[src/rtl/sc_pscheck_pkg.sv]
// Shared definitions for the pseudo-random sequence checker:
// FSM state encoding, LFSR polynomial taps and the next-word step.
package sc_pscheck_pkg;

  localparam int LFSR_W = 8;

  // x^8+x^6+x^5+x^4+1, feedback from bits 7,5,4,3
  localparam logic [LFSR_W-1:0] POLY_TAPS = 8'hB8;

  typedef enum logic [1:0] {
    HUNT   = 2'b00,
    VERIFY = 2'b01,
    LOCKED = 2'b10
  } state_e;

  function automatic logic [LFSR_W-1:0] next_word(
    input logic [LFSR_W-1:0] w
  );
    return {w[LFSR_W-2:0], ^(w & POLY_TAPS)};
  endfunction

endpackage

[src/rtl/sc_satcounter.sv]
// Saturating up-counter with synchronous clear (clear wins over increment).
// Ports: clk_i, rst_ni, clear_i, incr_i, value_o[WIDTH].
module sc_satcounter #(
  parameter int WIDTH = 16
) (
  input  logic             clk_i,
  input  logic             rst_ni,
  input  logic             clear_i,
  input  logic             incr_i,
  output logic [WIDTH-1:0] value_o
);

  logic [WIDTH-1:0] value_q;
  logic [WIDTH-1:0] value_d;

  always_comb begin
    value_d = value_q;
    if (clear_i) begin
      value_d = '0;
    end else if (incr_i && (value_q != '1)) begin
      value_d = value_q + WIDTH'(1);
    end
  end

  always_ff @(posedge clk_i or negedge rst_ni) begin
    if (!rst_ni) begin
      value_q <= '0;
    end else begin
      value_q <= value_d;
    end
  end

  assign value_o = value_q;

endmodule

[src/rtl/sc_pscheck.sv]
// Receive-side checker for the 8-bit LFSR word stream: hunts, verifies,
// locks, then flags/counts mismatches. Ports: clock, async reset_n,
// valid, data, clear_n in; locked, error pulse, saturating errcount out.
module sc_pscheck
  import sc_pscheck_pkg::*;
#(
  parameter int DATAWIDTH    = 8,
  parameter int LOCK_COUNT   = 4,
  parameter int UNLOCK_COUNT = 3,
  parameter int ERRWIDTH     = 16
) (
  input  logic                 SC_PSCHECK_CLOCK_50,
  input  logic                 SC_PSCHECK_RESET_InLow,
  input  logic                 SC_PSCHECK_valid_InHigh,
  input  logic [DATAWIDTH-1:0] SC_PSCHECK_data_InBUS,
  input  logic                 SC_PSCHECK_clear_InLow,
  output logic                 SC_PSCHECK_locked_OutHigh,
  output logic                 SC_PSCHECK_error_OutHigh,
  output logic [ERRWIDTH-1:0]  SC_PSCHECK_errcount_OutBUS
);

  localparam logic [3:0] LOCK_N   = 4'(LOCK_COUNT);
  localparam logic [3:0] UNLOCK_N = 4'(UNLOCK_COUNT);

  logic                 clk;
  logic                 rst_n;
  logic                 valid;
  logic [DATAWIDTH-1:0] data;

  assign clk   = SC_PSCHECK_CLOCK_50;
  assign rst_n = SC_PSCHECK_RESET_InLow;
  assign valid = SC_PSCHECK_valid_InHigh;
  assign data  = SC_PSCHECK_data_InBUS;

  state_e               state_q, state_d;
  logic [DATAWIDTH-1:0] pred_q, pred_d;
  logic [3:0]           run_q, run_d;
  logic                 err_q, err_d;
  logic                 locked_q;

  logic       hit;
  logic       zero;
  logic [3:0] run_inc;

  assign hit     = (data == pred_q);
  assign zero    = (data == '0);
  assign run_inc = run_q + 4'd1;

  always_comb begin
    state_d = state_q;
    pred_d  = pred_q;
    run_d   = run_q;
    err_d   = 1'b0;
    if (valid) begin
      unique case (state_q)
        HUNT: begin
          if (!zero) begin
            pred_d  = next_word(data);
            run_d   = '0;
            state_d = VERIFY;
          end
        end
        VERIFY: begin
          if (hit) begin
            pred_d = next_word(data);
            run_d  = run_inc;
            if (run_inc == LOCK_N) begin
              state_d = LOCKED;
              run_d   = '0;
            end
          end else if (!zero) begin
            pred_d = next_word(data);
            run_d  = '0;
          end else begin
            state_d = HUNT;
          end
        end
        LOCKED: begin
          // Free-run on our own prediction so a bad word never reseeds.
          pred_d = next_word(pred_q);
          if (hit) begin
            run_d = '0;
          end else begin
            err_d = 1'b1;
            run_d = run_inc;
            if (run_inc == UNLOCK_N) begin
              state_d = HUNT;
            end
          end
        end
        default: begin
          state_d = HUNT;
        end
      endcase
    end
  end

  always_ff @(posedge clk or negedge rst_n) begin
    if (!rst_n) begin
      state_q  <= HUNT;
      pred_q   <= '0;
      run_q    <= '0;
      err_q    <= 1'b0;
      locked_q <= 1'b0;
    end else begin
      state_q  <= state_d;
      pred_q   <= pred_d;
      run_q    <= run_d;
      err_q    <= err_d;
      locked_q <= (state_d == LOCKED);
    end
  end

  sc_satcounter #(
    .WIDTH (ERRWIDTH)
  ) u_errcnt (
    .clk_i   (clk),
    .rst_ni  (rst_n),
    .clear_i (~SC_PSCHECK_clear_InLow),
    .incr_i  (err_d),
    .value_o (SC_PSCHECK_errcount_OutBUS)
  );

  assign SC_PSCHECK_locked_OutHigh = locked_q;
  assign SC_PSCHECK_error_OutHigh  = err_q;

endmodule

[config.mk]
export PLATFORM = sky130hd
export DESIGN_NAME = sc_pscheck
export DESIGN_NICKNAME = d
export VERILOG_FILES = /design/src/rtl/sc_pscheck_pkg.sv /design/src/rtl/sc_satcounter.sv /design/src/rtl/sc_pscheck.sv
export SDC_FILE = /design/constraint.sdc
export NUM_CORES = 1
export LEC_CHECK = 0
export CAP_MARGIN = 20
export CORE_MARGIN = 2
export CORE_UTILIZATION = 50
export DETAILED_ROUTE_END_ITERATION = 7
export HOLD_SLACK_MARGIN = 0.06
export PLACE_DENSITY = 0.74
export SYNTH_ARGS = -nofsm -noshare
export SYNTH_HDL_FRONTEND = slang
export SYNTH_SLANG_ARGS = --single-unit
export TNS_END_PERCENT = 1
[constraint.sdc]
create_clock -name SC_PSCHECK_CLOCK_50 -period 2.8 [get_ports SC_PSCHECK_CLOCK_50]
set_input_delay 0.56 -clock SC_PSCHECK_CLOCK_50 [delete_from_list [all_inputs] [get_ports SC_PSCHECK_CLOCK_50]]
set_output_delay 0.56 -clock SC_PSCHECK_CLOCK_50 [all_outputs]
set_load 0.005 [all_outputs]
# After elaboration in Yosys (flattened, before gate mapping)
# Cells that the tools add are included.
# W data, S select, Z words.
[totals]
register_bits = 32
in_bits = 12
out_inout_bits = 18
elab_cells = 44
[op_classes]
n_addsub = 2
eq_ne = 8
mux = 21
reduce_logical = 7
[op_table]
columns = ["cell", "n"]
rows = [
  ["$mux W16", 2],
  ["$pmux W8 S3", 1],
  ["$add A16 B1 Y16 const B", 1],
  ["$mux W4", 4],
  ["$mux W8", 2],
  ["$ne A16 B16 Y1 const B", 1],
  ["$reduce_xor A8 Y1", 2],
  ["$mux W2", 7],
  ["$pmux W4 S3", 1],
  ["$eq A8 B8 Y1", 1],
  ["$logic_not A8 Y1", 1],
  ["$pmux W2 S3", 1],
  ["$add A4 B1 Y4 const B", 1],
  ["$eq A2 B2 Y1 const B", 2],
  ["$eq A4 B2 Y1 const B", 1],
  ["$eq A4 B3 Y1 const B", 1],
  ["$mux W1", 3],
  ["$reduce_bool A3 Y1", 1],
  ["$eq A2 B1 Y1 const B", 1],
  ["$logic_not A2 Y1", 1],
  ["$ne A2 B1 Y1 const B", 1],
  ["$reduce_and A2 Y1", 1],
  ["$logic_and A1 B1 Y1", 1],
]

# Depth between registers and ports, before layout
# Gate-level depths: netlist of the first run.
[depth]
ltp_word = 7
depth_mapped = 8
depth_no_buf = 7

# By module
# From an unflattened synthesis of the first run, not the netlist that was laid out.
[hier_totals]
cells_unflattened = 228
hier_area_um2 = 2148.3
[modules_own_cells]
columns = ["mod", "instances", "cells_each", "area_each_um2", "seq_area_each_um2"]
rows = [
  ["sc_pscheck", 1, 130, 1206.2, 400.4],
  ["sc_satcounter", 1, 98, 942.2, 400.4],
]

# Least setup slack after synthesis of the first run
# OpenSTA, ideal clock, no wires.
[synth_timing]
path_kind = "flip-flop to flip-flop"
startpoint = "register u_errcnt.value_q[0] (netlist: u_errcnt.value_o[0])"
endpoint = "register u_errcnt.value_q[13] (netlist: u_errcnt.value_o[13])"
setup_ps = 78
t_arrival_ps = 1892
t_required_ps = 2722
setup_slack_ps = 830
path_stages_with_launch = 7
n_path_buf = 0
period_less_slack_ps = 1970
path_cell_list = "dfrtp_1 ha_1 and3_1 and3_1 a41o_1 or4_1 a21oi_1"
[synth_via]
elab_chain_len = 3
elab_cells_between_ends = 6
cone_classes = "1 x add/sub; 2 x eq/ne; 2 x mux; 1 x reduce/logical"
[synth_lines]
columns = ["element", "line", "text"]
rows = [
  ["start, declared", "sc_satcounter.sv:13", "logic [WIDTH-1:0] value_q;"],
  ["start signal, assigned", "sc_satcounter.sv:29", "value_q <= value_d;"],
  ["$add A16 B1 Y16 / $ne A16 B16 Y1 (equally long branches)", "sc_satcounter.sv:21, sc_satcounter.sv:20", ""],
  ["$mux W16 / $logic_and A1 B1 Y1 (equally long branches)", "sc_satcounter.sv:20", "end else if (incr_i && (value_q != '1)) begin"],
  ["$mux W16 / $ne A2 B1 Y1 (equally long branches)", "--", ""],
]
# Several ways; a longest one is shown, not always the timed one. The select of a mux whose other input is x is not followed.
# A chain may end at the register's enable or synchronous reset.

# Final worst setup path of the first run
[layout_timing]
startpoint = "input SC_PSCHECK_data_InBUS[3]"
endpoint = "register locked_q (netlist: SC_PSCHECK_locked_OutHigh)"
[layout_via]
elab_chain_len = 6
elab_cells_between_ends = 9
cone_classes = "2 x eq/ne; 6 x mux; 1 x reduce/logical"
[layout_lines]
columns = ["element", "line", "text"]
rows = [
  ["start, declared", "sc_pscheck.sv:15", "input logic [DATAWIDTH-1:0] SC_PSCHECK_data_InBUS,"],
  ["$logic_not A8 Y1", "sc_pscheck.sv:46", "assign zero = (data == '0);"],
  ["$mux W2", "sc_pscheck.sv:71", "end else if (!zero) begin"],
  ["$mux W2", "sc_pscheck.sv:64", "if (hit) begin"],
  ["$pmux W2 S3 *", "sc_pscheck.sv:55", "unique case (state_q)"],
  ["$mux W2 *", "sc_pscheck.sv:54", "if (valid) begin"],
  ["via state_d[0]", "sc_pscheck.sv:35", "state_e state_q, state_d;"],
  ["$eq A2 B2 Y1 *", "sc_pscheck.sv:110", "locked_q <= (state_d == LOCKED);"],
  ["end signal, assigned", "sc_pscheck.sv:110", ""],
  ["end, declared", "sc_pscheck.sv:39", "logic locked_q;"],
]
# Mark *: on every way through the listed nets, which the timed path passes. The rest lies on a longest branch.

==> results of run 1 <==
==> state kept, by name (all words and copies together) (netlist names) <==
name / count
u_errcnt.value_o: 16
SC_PSCHECK_error_OutHigh: 1
SC_PSCHECK_locked_OutHigh: 1
pred_q: 8
run_q: 4
state_q: 2
==> area by class of cell <==
| cell class | count | share of cell area [%] |
|---|---|---|
| repair buffers | 32 | 12.44 |
| inverters | 20 | 2.987 |
| flip-flops and latches | 32 | 31.86 |
| multi-input cells | 162 | 45.20 |
| clock inverters | 1 | 1.195 |
| clock buffers | 7 | 3.833 |
| well taps | 50 | 2.489 |
==> power breakdown <==
group	internal [W]	switching, W
sequential	0.000502	0.0000485
clock	0.000314	0.000178
combinational	0.000142	0.000166
total	0.000958	0.000393
==> stage by stage <==
stage / setup slack [ns] / std cells / area [µm²] / hold slack (ns)
after floorplan: 0.8301 / 219 / 2038 / 0.2644
after global placement: 0.3098 / 296 / 2387 / 0.5453
after detailed placement: 0.2849 / 296 / 2387 / 0.5511
after CTS: 0.5847 / 304 / 2514 / 0.5641
after global routing: 0.4064 / 304 / 2514 / 0.6008
final: 0.5283 / 304 / 2514 / 0.5576
==> cells by family after synthesis <==
| kind of cell | share of synthesized area [%] |
|---|---|
| flip-flops | 39.29 |
| AO/OA/AOI/OAI | 22.47 |
| AND/OR/NAND/NOR | 20.38 |
| buffers and inverters | 4.972 |
| adder cells (fa/ha/maj) | 4.911 |
| XOR/XNOR | 6.016 |
| multiplexers | 1.964 |
==> Yosys cell counts <==
master | number | area (µm²)
sky130_fd_sc_hd__inv_1 | 20 | 75.07
sky130_fd_sc_hd__or3_1 | 3 | 18.77
sky130_fd_sc_hd__a21o_1 | 1 | 7.510
sky130_fd_sc_hd__a31o_2 | 2 | 17.52
sky130_fd_sc_hd__a31oi_1 | 2 | 12.51
sky130_fd_sc_hd__nor4_1 | 1 | 6.260
sky130_fd_sc_hd__o2111ai_1 | 1 | 8.760
sky130_fd_sc_hd__a311oi_1 | 1 | 8.760
sky130_fd_sc_hd__and3_1 | 5 | 31.28
sky130_fd_sc_hd__or3b_2 | 1 | 8.760
sky130_fd_sc_hd__a221o_1 | 5 | 50.05
sky130_fd_sc_hd__and4_4 | 2 | 22.52
sky130_fd_sc_hd__a21boi_0 | 2 | 15.01
sky130_fd_sc_hd__ha_1 | 8 | 100.1
sky130_fd_sc_hd__and4_1 | 1 | 8.760
sky130_fd_sc_hd__and2_1 | 5 | 31.28
sky130_fd_sc_hd__a21oi_1 | 15 | 75.07
sky130_fd_sc_hd__o32a_1 | 1 | 10.01
sky130_fd_sc_hd__buf_6 | 1 | 11.26
sky130_fd_sc_hd__a21o_4 | 1 | 15.01
sky130_fd_sc_hd__o21ai_0 | 11 | 55.05
sky130_fd_sc_hd__nor3_1 | 3 | 15.01
sky130_fd_sc_hd__o32ai_1 | 1 | 8.760
sky130_fd_sc_hd__or4_1 | 10 | 75.07
sky130_fd_sc_hd__a221oi_1 | 1 | 8.760
sky130_fd_sc_hd__nand4_1 | 8 | 50.05
sky130_fd_sc_hd__nor2_1 | 5 | 18.77
sky130_fd_sc_hd__nor4b_1 | 1 | 8.760
sky130_fd_sc_hd__dfrtp_1 | 32 | 800.8
sky130_fd_sc_hd__mux2i_1 | 4 | 40.04
sky130_fd_sc_hd__o31ai_1 | 10 | 75.07
sky130_fd_sc_hd__a211oi_1 | 2 | 15.01
sky130_fd_sc_hd__o211ai_1 | 1 | 7.510
sky130_fd_sc_hd__a41o_1 | 1 | 10.01
sky130_fd_sc_hd__nand3_1 | 10 | 50.05
sky130_fd_sc_hd__xor2_1 | 1 | 8.760
sky130_fd_sc_hd__xnor2_1 | 13 | 113.9
sky130_fd_sc_hd__o41a_1 | 1 | 11.26
sky130_fd_sc_hd__a22oi_1 | 5 | 37.54
sky130_fd_sc_hd__clkbuf_1 | 4 | 15.01
sky130_fd_sc_hd__nand2_1 | 12 | 45.04
sky130_fd_sc_hd__o2bb2ai_1 | 1 | 8.760
sky130_fd_sc_hd__nand2b_1 | 4 | 25.02
==> critical path, stage by stage <==
cell,delay [ns]
sky130_fd_sc_hd__clkdlybuf4s50_1,0.49
sky130_fd_sc_hd__xnor2_1,0.24
sky130_fd_sc_hd__nand4_1,0.23
sky130_fd_sc_hd__or3_1,0.42
sky130_fd_sc_hd__a311oi_1,0.36
sky130_fd_sc_hd__nor4_1,0.12
==> final timing paths <==
kind / start / end / cells past startpoint
max: SC_PSCHECK_data_InBUS[3] / SC_PSCHECK_locked_OutHigh / 6
min: pred_q[0] / pred_q[1] / 2
max reg2reg: u_errcnt.value_o[0] / u_errcnt.value_o[13] / 6
min reg2reg: pred_q[0] / pred_q[1] / 2
max in group asynchronous: SC_PSCHECK_RESET_InLow / pred_q[0] / 2
min in group asynchronous: SC_PSCHECK_RESET_InLow / u_errcnt.value_o[4] / 2
==> per-layer routing <==
| layer | up-vias | track usage, % |
|---|---|---|
| met5 | - | 0 |
| met4 | 0 | 7.250 |
| met3 | 8 | 5.099 |
| met2 | 46 | 32.48 |
| met1 | 873 | 31.51 |
| li1 | 901 | - |
==> implementation parameters, run 1 <==
Parameter                              Value

Global routing
  Global routing usage summed across all routing layers    a little over a fifth
  First-pass GRT wire length    7596 µm
  Number of global-route vias before repair    between 1500 and 2000
  Antenna violations before repair    0
  Global-route congestion overflow total    0
  Pin count of the biggest net entering global routing    33

Yosys
  Portion of the post-synthesis area used by sequential elements    39.29%
  Number of warnings reported in the yosys synthesis log    0
  Mean post-synth cell area    just over 9 µm²
  Post-synthesis instance total    between 200 and 250
  Mapped Nets    roughly 240
  Synth unique cells    43
  Yosys reg bits    32
  Synthesized cell area    between 2000 and 2500 µm²

Timing
  Final Critical Period    2.272 ns
  Fin Setup TNS    0 ns
  Share of the clock period used by the worst path after layout    81.13%
  Final setup violation count    0
  Actual transition at the worst max-transition pin    between 0.4 and 0.5 ns
  Layout Skew    0.009106 ns
  Number of hold violations in the final report    0
  Slew HR    70.85%
  Setup repair after global routing missed its margin    no
  Achievable clock frequency    0.4402 GHz
  Total count of max-transition violations in the final report    0

Routing
  Detailed route wirelength on metal3    about 230 µm
  Vias    around 1800
  Met2 wirelength from detailed routing    2018 µm
  Vias/cell    roughly 6
  Top metal layer carrying routed signals    met4
  Detailed-route wire length per cell    14.73 µm
  Iteration-0 DRC Markers    between 200 and 250
  Remaining design rule violation count    0
  Post-route met1 wirelength    2169 µm
  Number of antenna-violating nets in the routed design    0
  Post-detailed-routing wire length    about 4500 µm
  Drt pass-1 iters    4

Cells and area
  Final Core Density    between 60% and 70%
  Post-synthesis to final-layout area growth    23.33%
  Most frequent cells in the layout    sky130_fd_sc_hd__dfrtp_1 (32), sky130_fd_sc_hd__clkdlybuf4s50_1 (29), sky130_fd_sc_hd__inv_1 (20)
  Footprint of the multi-input gates    between 1000 and 1500 µm²
  Fraction of layout instances using a drive strength above 1    6.693%
  Number of filler cells placed in the layout    about 350
  Final net count    273
  Commonest non-fill, non-tap cell in the layout    sky130_fd_sc_hd__dfrtp_1
  Register cell area after layout    800.8 µm²
  Antenna cell count    0

Die
  Placeable core region    ~4000 µm²
  Boundary pin count    30
  Vert. Die Dim    67.85 µm
  Die Span X    67.85 µm
  # rows    23
  Die Area    4603 µm²
  Initial cell density of the core    between 50% and 60%

Critical path
  Critical Setup Path Class    input port to register
  Crit Path Max Fanout    4
  Reg-to-reg setup timing slack    0.67 ns
  Crit start category    input port
  Critical path capture point type    register
  CP Data Arrival Time    between 2 and 2.5 ns
  Crit path required time    roughly 3.0 ns

Clock tree
  Largest buffer count on any clock path    2
  TritonCTS clock tree    yes
  Sink count of the clock tree    32
  Clock-pin slew on the worst setup and hold paths    about 0.070 ns
  Hold buffer count at CTS    0
  Root Buffer Master    sky130_fd_sc_hd__clkbuf_8
  Number of buffers added by the clock tree synthesis step    5
  Post-CTS Setup Bufs    0
  H-tree levels    2
  Worst-skew pair later-pin latency    0.29 ns
  Post-cts repair resize count    0

Hold path
  Class of the tightest hold or removal check    register to register

Power and ir drop
  PnR Total Power    ~0.0014 W
  Power density of the placed cells    around 540 nW/µm²
  Total leakage power    1.005 nW
  Worst VDD drop    about 0.35 mV

Placed design
  Count of input and output buffers    29
  Weighted congestion at the end of routability-driven global placement    about 0.95
  Final HPWL DP    3023 µm

Run
  Number of max-cap violations    0

Status
  Result of the run    completed
Power figures use the tool's default switching activity.
==> run 2: changes to the inputs <==
- clock period: 2.8 -> 2.2 ns (I/O delays scaled with it)
==> run 2 against run 1 <==
Clock-buffer cell count did not move. Hold slack got worse by 0.014 ns. Setup slack got worse by 0.43 ns. Routed wire length rose by 9.2%. Final area rose by 4.6%. Clock skew barely moved. Via count rose by 3.9%. Clock power rose by 3%. Combinational power rose by 39%. Non-clock buffer count rose by 17. Highest routed layer unchanged.
==> implementation parameters, run 2 (same netlist as run 1, synthesis figures left out) <==
Parameter                              Value

Timing
  Layout Skew    0.008758 ns (was 0.009106 ns)
  Slew HR    70.26% (was 70.85%)
  Achievable clock frequency    around 0.48 GHz
  Setup repair after global routing missed its margin    no (unchanged)
  Number of hold violations in the final report    0 (unchanged)
  Actual transition at the worst max-transition pin    0.4421 ns (was 0.4334 ns)
  Final setup violation count    0 (unchanged)
  Total count of max-transition violations in the final report    0 (unchanged)
  Share of the clock period used by the worst path after layout    around 96%
  Final Critical Period    ~2.1 ns

Routing
  Remaining design rule violation count    0 (unchanged)
  Vias/cell    5.934 (was 6.013)
  Post-detailed-routing wire length    4890 µm (was 4479 µm)
  Drt pass-1 iters    4 (unchanged)
  Iteration-0 DRC Markers    100 (was 214)
  Vias    1899 (was 1828)
  Number of antenna-violating nets in the routed design    0 (unchanged)
  Detailed-route wire length per cell    15.28 µm (was 14.73 µm)

Global routing
  Global-route congestion overflow total    0 (unchanged)
  Antenna violations before repair    0 (unchanged)
  Number of global-route vias before repair    1789 (was 1658)
  Pin count of the biggest net entering global routing    33 (unchanged)
  First-pass GRT wire length    8093 µm (was 7596 µm)
  Global routing usage summed across all routing layers    23.52% (was 21.88%)

Clock tree
  Largest buffer count on any clock path    2 (unchanged)
  Worst-skew pair later-pin latency    0.29 ns (about the same)
  Root Buffer Master    sky130_fd_sc_hd__clkbuf_8 (unchanged)
  Number of buffers added by the clock tree synthesis step    5 (unchanged)
  Clock-pin slew on the worst setup and hold paths    0.07 ns (about the same)
  H-tree levels    2 (unchanged)
  Sink count of the clock tree    32 (unchanged)
  TritonCTS clock tree    yes (unchanged)

Power and ir drop
  PnR Total Power    0.001634 W (was 0.001350 W)
  Total leakage power    1.072 nW (was 1.005 nW)
  Power density of the placed cells    621.2 nW/µm² (was 537.2 nW/µm²)
  Worst VDD drop    0.5735 mV (was 0.3475 mV)

Cells and area
  Final net count    290 (was 273)
  Number of filler cells placed in the layout    337 (was 347)
  Most frequent cells in the layout    sky130_fd_sc_hd__dfrtp_1 (32), sky130_fd_sc_hd__clkdlybuf4s50_1 (29), sky130_fd_sc_hd__inv_1 (20), sky130_fd_sc_hd__buf_4 (20), sky130_fd_sc_hd__a21oi_1 (15) (was sky130_fd_sc_hd__dfrtp_1 (32), sky130_fd_sc_hd__clkdlybuf4s50_1 (29), sky130_fd_sc_hd__inv_1 (20))
  Antenna cell count    0 (unchanged)
  Max FFs per register    16 (unchanged)
  Post-route design area    2630 µm² (was 2514 µm²)
  Post-synthesis to final-layout area growth    29.04% (was 23.33%)
  Commonest non-fill, non-tap cell in the layout    sky130_fd_sc_hd__dfrtp_1 (unchanged)
  Fraction of layout instances using a drive strength above 1    13.70% (was 6.693%)

Critical path
  Critical path capture point type    register (unchanged)
  Crit Path Max Fanout    4 (unchanged)
  Worst reg-to-reg path cell count    6 (unchanged)
  Cell type group with the largest total delay on the critical path    compound AO/OA/AOI/OAI gates (was simple AND/OR/NAND/NOR gates)
  Startpoint of the worst-slack reg-to-reg timing path    u_errcnt.value_o[1] (was u_errcnt.value_o[0])
  R2r endpoint    u_errcnt.value_o[13] (unchanged)
  Series of cell instances along the critical path    clkdlybuf4s50_1 > inv_1 > ha_1 > nor4b_2 > and2_1 > a221o_1 > a211oi_2 > nor4_1 (was clkdlybuf4s50_1 > xnor2_1 > nand4_1 > or3_1 > a311oi_1 > nor4_1)
  Reg-to-reg setup timing slack    0.12 ns (was 0.67 ns)
  Crit path required time    2.36 ns (was 2.96 ns)
  Critical Setup Path Class    input port to register (unchanged)
  Library cell contributing the largest single delay on the critical path    sky130_fd_sc_hd__clkdlybuf4s50_1 (unchanged)
  Crit start category    input port (unchanged)
  CP Data Arrival Time    2.27 ns (was 2.43 ns)
  Slowest stage delay, CP    0.51 ns (was 0.49 ns)
  Buf/Inv on CP    2 (was 1)

Die
  Boundary pin count    30 (unchanged)
  Initial cell density of the core    51.32% (unchanged)
  Placeable core region    3971 µm² (unchanged)
  Die Area    4603 µm² (unchanged)
  # rows    23 (unchanged)
  Vert. Die Dim    67.85 µm (unchanged)
  Die Span X    67.85 µm (unchanged)

Status
  Result of the run    completed (unchanged)

Placed design
  Weighted congestion at the end of routability-driven global placement    0.9280 (was 0.9487)
  Count of input and output buffers    29 (unchanged)
  Standard cell area after detailed placement    2515 µm² (was 2387 µm²)
  Final HPWL DP    3465 µm (was 3023 µm)

Run
  Number of max-cap violations    0 (unchanged)

Hold path
  Class of the tightest hold or removal check    input port to async pin (was register to register)
run 2: cell count changes in the layout (fill, tap and decap cells not counted), sizes merged:
cell,before,now
buf,3,20
bufinv,1,0
run 2: final cells by class:
type / instances / area, µm² / share of cell area [%]
sequential: 32 / 800.8 / 30.45
multi-input combinational: 162 / 1155 / 43.91
inverter: 20 / 75.07 / 2.854
clock buffer: 7 / 96.34 / 3.663
timing repair buffer: 49 / 440.4 / 16.75
tap: 50 / 62.56 / 2.379
run 2: stage by stage:
stage / setup TNS [ns] / std cells / util [%] / setup slack (ns) / hold WS (ns)
finish: 0 / 320 / 66.23 / 0.09723 / 0.5433
global route: 0 / 320 / 66.23 / 0.008567 / 0.5824
CTS: 0 / 320 / 65.91 / 0.09167 / 0.5619
detailed placement: -4.971 / 313 / 63.33 / -0.3543 / 0.5482
global placement: -2.848 / 313 / 63.33 / -0.2087 / 0.5454
floorplan: 0 / 219 / - / 0.2301 / 0.1444
run 2: worst register-to-register path, cell delays in order, from the launching register on:
cell,delay (ns)
sky130_fd_sc_hd__dfrtp_1,0.41
sky130_fd_sc_hd__ha_1,0.21
sky130_fd_sc_hd__and3_1,0.21
sky130_fd_sc_hd__and3_1,0.21
sky130_fd_sc_hd__a41o_2,0.34
sky130_fd_sc_hd__or4_1,0.48
sky130_fd_sc_hd__a21oi_1,0.15
run 2: routing by layer:
layer  global-route usage (%)  share of wire (%)  vias to the layer above  wire (µm)
li1                         -                  -                      939          -
met1                    30.54                 45                      908       2209
met2                    38.48                 49                       45       2381
met3                    5.263                4.6                        7        225
met4                    8.750                1.5                        0         74
met5                        0                  0                        -          0
run 2: worst max path at each step:
| stage | slack (ns) | start | endpoint | cells past startpoint |
|---|---|---|---|---|
| floorplan | 0.23 | u_errcnt.value_o[0] | u_errcnt.value_o[13] | 6 |
| global placement | -0.21 | SC_PSCHECK_data_InBUS[4] | run_q[3] | 7 |
| detailed placement | -0.35 | SC_PSCHECK_data_InBUS[4] | run_q[3] | 7 |
| CTS | 0.09 | SC_PSCHECK_data_InBUS[4] | SC_PSCHECK_locked_OutHigh | 8 |
| global route | 0.009 | SC_PSCHECK_data_InBUS[3] | SC_PSCHECK_locked_OutHigh | 8 |
| finish | 0.1 | SC_PSCHECK_data_InBUS[4] | SC_PSCHECK_locked_OutHigh | 8 |
run 2: power by group:
| group | internal, W | total [W] | switching [W] |
|---|---|---|---|
| clock | 0.000279 | 0.000505 | 0.000226 |
| sequential | 0.000639 | 0.000702 | 0.0000636 |
| combinational | 0.000203 | 0.000427 | 0.000223 |
run 2: what timing repair did:
action,4_1_cts,5_1_grt
setup buffers,0,0
resized for setup,1,3
setup endpoints to repair,4,11
endpoints found under the hold margin,0,0
hold buffers,0,0
==> run 3: changes to the inputs <==
- CORE_MARGIN: 2 -> unset
- GPL_TIMING_DRIVEN: unset -> 0
==> run 3 against run 2 <==
Hold slack lost 0.34 ns. Clock-buffer cell count shrank 1. Final area shrank 3.3%. Clock power grew 11%. Flip-flop and latch count is the same. Non-clock buffer count shrank 16. Sequential share of layout area grew 1.0 points. Routed wire length shrank 4.5%. Global-route usage grew 0.51 points. Maximum frequency shrank 2.6%. Final cell count shrank 5.3%. Highest routed layer unchanged.
==> implementation parameters, run 3 (same netlist as run 1, synthesis figures left out) <==
Parameter                              Value

Global routing
  Pin count of the biggest net entering global routing    33 (unchanged)
  Antenna violations before repair    0 (unchanged)
  Number of global-route vias before repair    1703 (was 1789)
  Global routing usage summed across all routing layers    24.03% (was 23.52%)
  First-pass GRT wire length    7969 µm (was 8093 µm)
  Global-route congestion overflow total    0 (unchanged)

Timing
  Fin Setup TNS    0 ns (unchanged)
  Final setup violation count    0 (unchanged)
  Actual transition at the worst max-transition pin    0.7137 ns (was 0.4421 ns)
  Share of the clock period used by the worst path after layout    98.13% (was 95.58%)
  Number of hold violations in the final report    0 (unchanged)
  Total count of max-transition violations in the final report    0 (unchanged)
  Achievable clock frequency    0.4632 GHz (was 0.4756 GHz)
  Layout Skew    0.007581 ns (was 0.008758 ns)
  Setup repair after global routing missed its margin    yes (was no)
  Hold Slack    0.2011 ns (was 0.5433 ns)
  Slew HR    52.42% (was 70.26%)
  Smallest setup slack after layout    0.04117 ns (was 0.09723 ns)
  Final Critical Period    2.159 ns (was 2.103 ns)

Cells and area
  Most frequent cells in the layout    sky130_fd_sc_hd__dfrtp_1 (32), sky130_fd_sc_hd__clkdlybuf4s50_1 (25), sky130_fd_sc_hd__inv_1 (20) (was sky130_fd_sc_hd__dfrtp_1 (32), sky130_fd_sc_hd__clkdlybuf4s50_1 (29), sky130_fd_sc_hd__inv_1 (20), sky130_fd_sc_hd__buf_4 (20), sky130_fd_sc_hd__a21oi_1 (15))
  Fraction of layout instances using a drive strength above 1    8.627% (was 13.70%)
  Antenna cell count    0 (unchanged)
  Max FFs per register    16 (unchanged)
  Commonest non-fill, non-tap cell in the layout    sky130_fd_sc_hd__dfrtp_1 (unchanged)
  Post-synthesis to final-layout area growth    24.74% (was 29.04%)
  Final net count    274 (was 290)
  Final instance count without filler cells    303 (was 320)

Routing
  Iteration-0 DRC Markers    130 (was 100)
  Number of antenna-violating nets in the routed design    0 (unchanged)
  Drt pass-1 iters    4 (unchanged)
  Vias    1822 (was 1899)
  Post-detailed-routing wire length    4671 µm (was 4890 µm)
  Vias/cell    6.013 (was 5.934)
  Remaining design rule violation count    0 (unchanged)
  Detailed-route wire length per cell    15.42 µm (was 15.28 µm)

Critical path
  CP Data Arrival Time    2.36 ns (was 2.27 ns)
  Crit start category    input port (unchanged)
  Critical Setup Path Class    input port to register (unchanged)
  Crit Path Max Fanout    10 (was 4)
  Crit path required time    2.40 ns (was 2.36 ns)
  Critical path capture point type    register (unchanged)

Hold path
  Class of the tightest hold or removal check    input port to async pin (unchanged)

Clock tree
  Number of buffers added by the clock tree synthesis step    5 (unchanged)
  TritonCTS clock tree    yes (unchanged)
  Sink count of the clock tree    32 (unchanged)
  Hold buffer count at CTS    0 (unchanged)
  Worst-skew pair later-pin latency    0.29 ns (about the same)
  Largest buffer count on any clock path    2 (unchanged)
  H-tree levels    2 (unchanged)
  Root Buffer Master    sky130_fd_sc_hd__clkbuf_8 (unchanged)
  Clock-pin slew on the worst setup and hold paths    0.07 ns (about the same)

Die
  Vert. Die Dim    65.85 µm (was 67.85 µm)
  Initial cell density of the core    54.05% (was 51.32%)
  Placeable core region    3771 µm² (was 3971 µm²)
  Boundary pin count    30 (unchanged)
  Die Area    4336 µm² (was 4603 µm²)
  # rows    22 (was 23)
  Die Span X    65.85 µm (was 67.85 µm)

Placed design
  Placed cell count    296 (was 313)
  Weighted congestion at the end of routability-driven global placement    0.8855 (was 0.9280)
  Final HPWL DP    3384 µm (was 3465 µm)
  Count of input and output buffers    29 (unchanged)
  Dpl ws    -0.3325 ns (was -0.3543 ns)

Power and ir drop
  Worst VDD drop    0.4210 mV (was 0.5735 mV)
  Total leakage power    1.026 nW (was 1.072 nW)
  Power density of the placed cells    652.3 nW/µm² (was 621.2 nW/µm²)

Run
  Number of max-cap violations    0 (unchanged)

Status
  Result of the run    completed (unchanged)
## run 3: path summary, 6_finish.rpt
kind | start | endpoint | slack (ns) | cells past startpoint
max reg2reg | u_errcnt.value_o[0] | u_errcnt.value_o[13] | 0.11 | 6
max | SC_PSCHECK_data_InBUS[6] | u_errcnt.value_o[13] | 0.04 | 7
min in group SC_PSCHECK_CLOCK_50 | SC_PSCHECK_data_InBUS[2] | pred_q[3] | 0.56 | 3
max in group asynchronous | SC_PSCHECK_RESET_InLow | u_errcnt.value_o[10] | 1.53 | 1
min | SC_PSCHECK_RESET_InLow | u_errcnt.value_o[6] | 0.20 | 1
min reg2reg | pred_q[1] | pred_q[2] | 0.57 | 2
## run 3: worst max-delay path, stage by stage
cell	delay [ns]
sky130_fd_sc_hd__clkdlybuf4s50_1	0.55
sky130_fd_sc_hd__xnor2_1	0.12
sky130_fd_sc_hd__and4_4	0.21
sky130_fd_sc_hd__a21o_4	0.25
sky130_fd_sc_hd__buf_6	0.14
sky130_fd_sc_hd__or4_1	0.50
sky130_fd_sc_hd__a21oi_1	0.15
## run 3: repair_timing
item | 4_1_cts | 5_1_grt
cloned | 0 | 0
setup buffers | 0 | 0
endpoints found under the setup margin | 16 | 22
gates resized for setup | 4 | 11
## run 3: metal layers
metal	part of all wire (%)	wire length, µm	up-vias	global-route usage [%]
met4	0.54	25	0	8.696
met2	47	2196	40	36.73
met5	0	0	-	0
met3	4.3	199	2	5.172
met1	48	2250	882	33.08
li1	-	-	898	-
## run 3: power breakdown
| group | switching (W) | internal, W |
|---|---|---|
| combinational | 0.000220 | 0.000181 |
| clock | 0.000223 | 0.000336 |
| sequential | 0.0000597 | 0.000639 |
| total | 0.000503 | 0.00116 |
## run 3: cell type report
class | count | area (µm²)
fillers | 312 | 1229
multi-input cells | 162 | 1182
flip-flops and latches | 32 | 800.8
repair buffers | 29 | 292.8
inverters | 20 | 75.07
clock buffers | 6 | 72.57
well taps | 48 | 60.06
clock inverters | 2 | 35.03
plain buffers | 4 | 23.77
## run 3: per-stage QoR
step | area (µm²) | power [W] | util [%]
finish | 2542 | 0.001659 | 67.42
global route | 2542 | 0.001746 | 67.42
CTS | 2504 | 0.001648 | 66.39
detailed placement | 2384 | 0.001084 | 63.21
global placement | 2389 | 0.001071 | 63.34
floorplan | 2038 | 0.0009719 | -
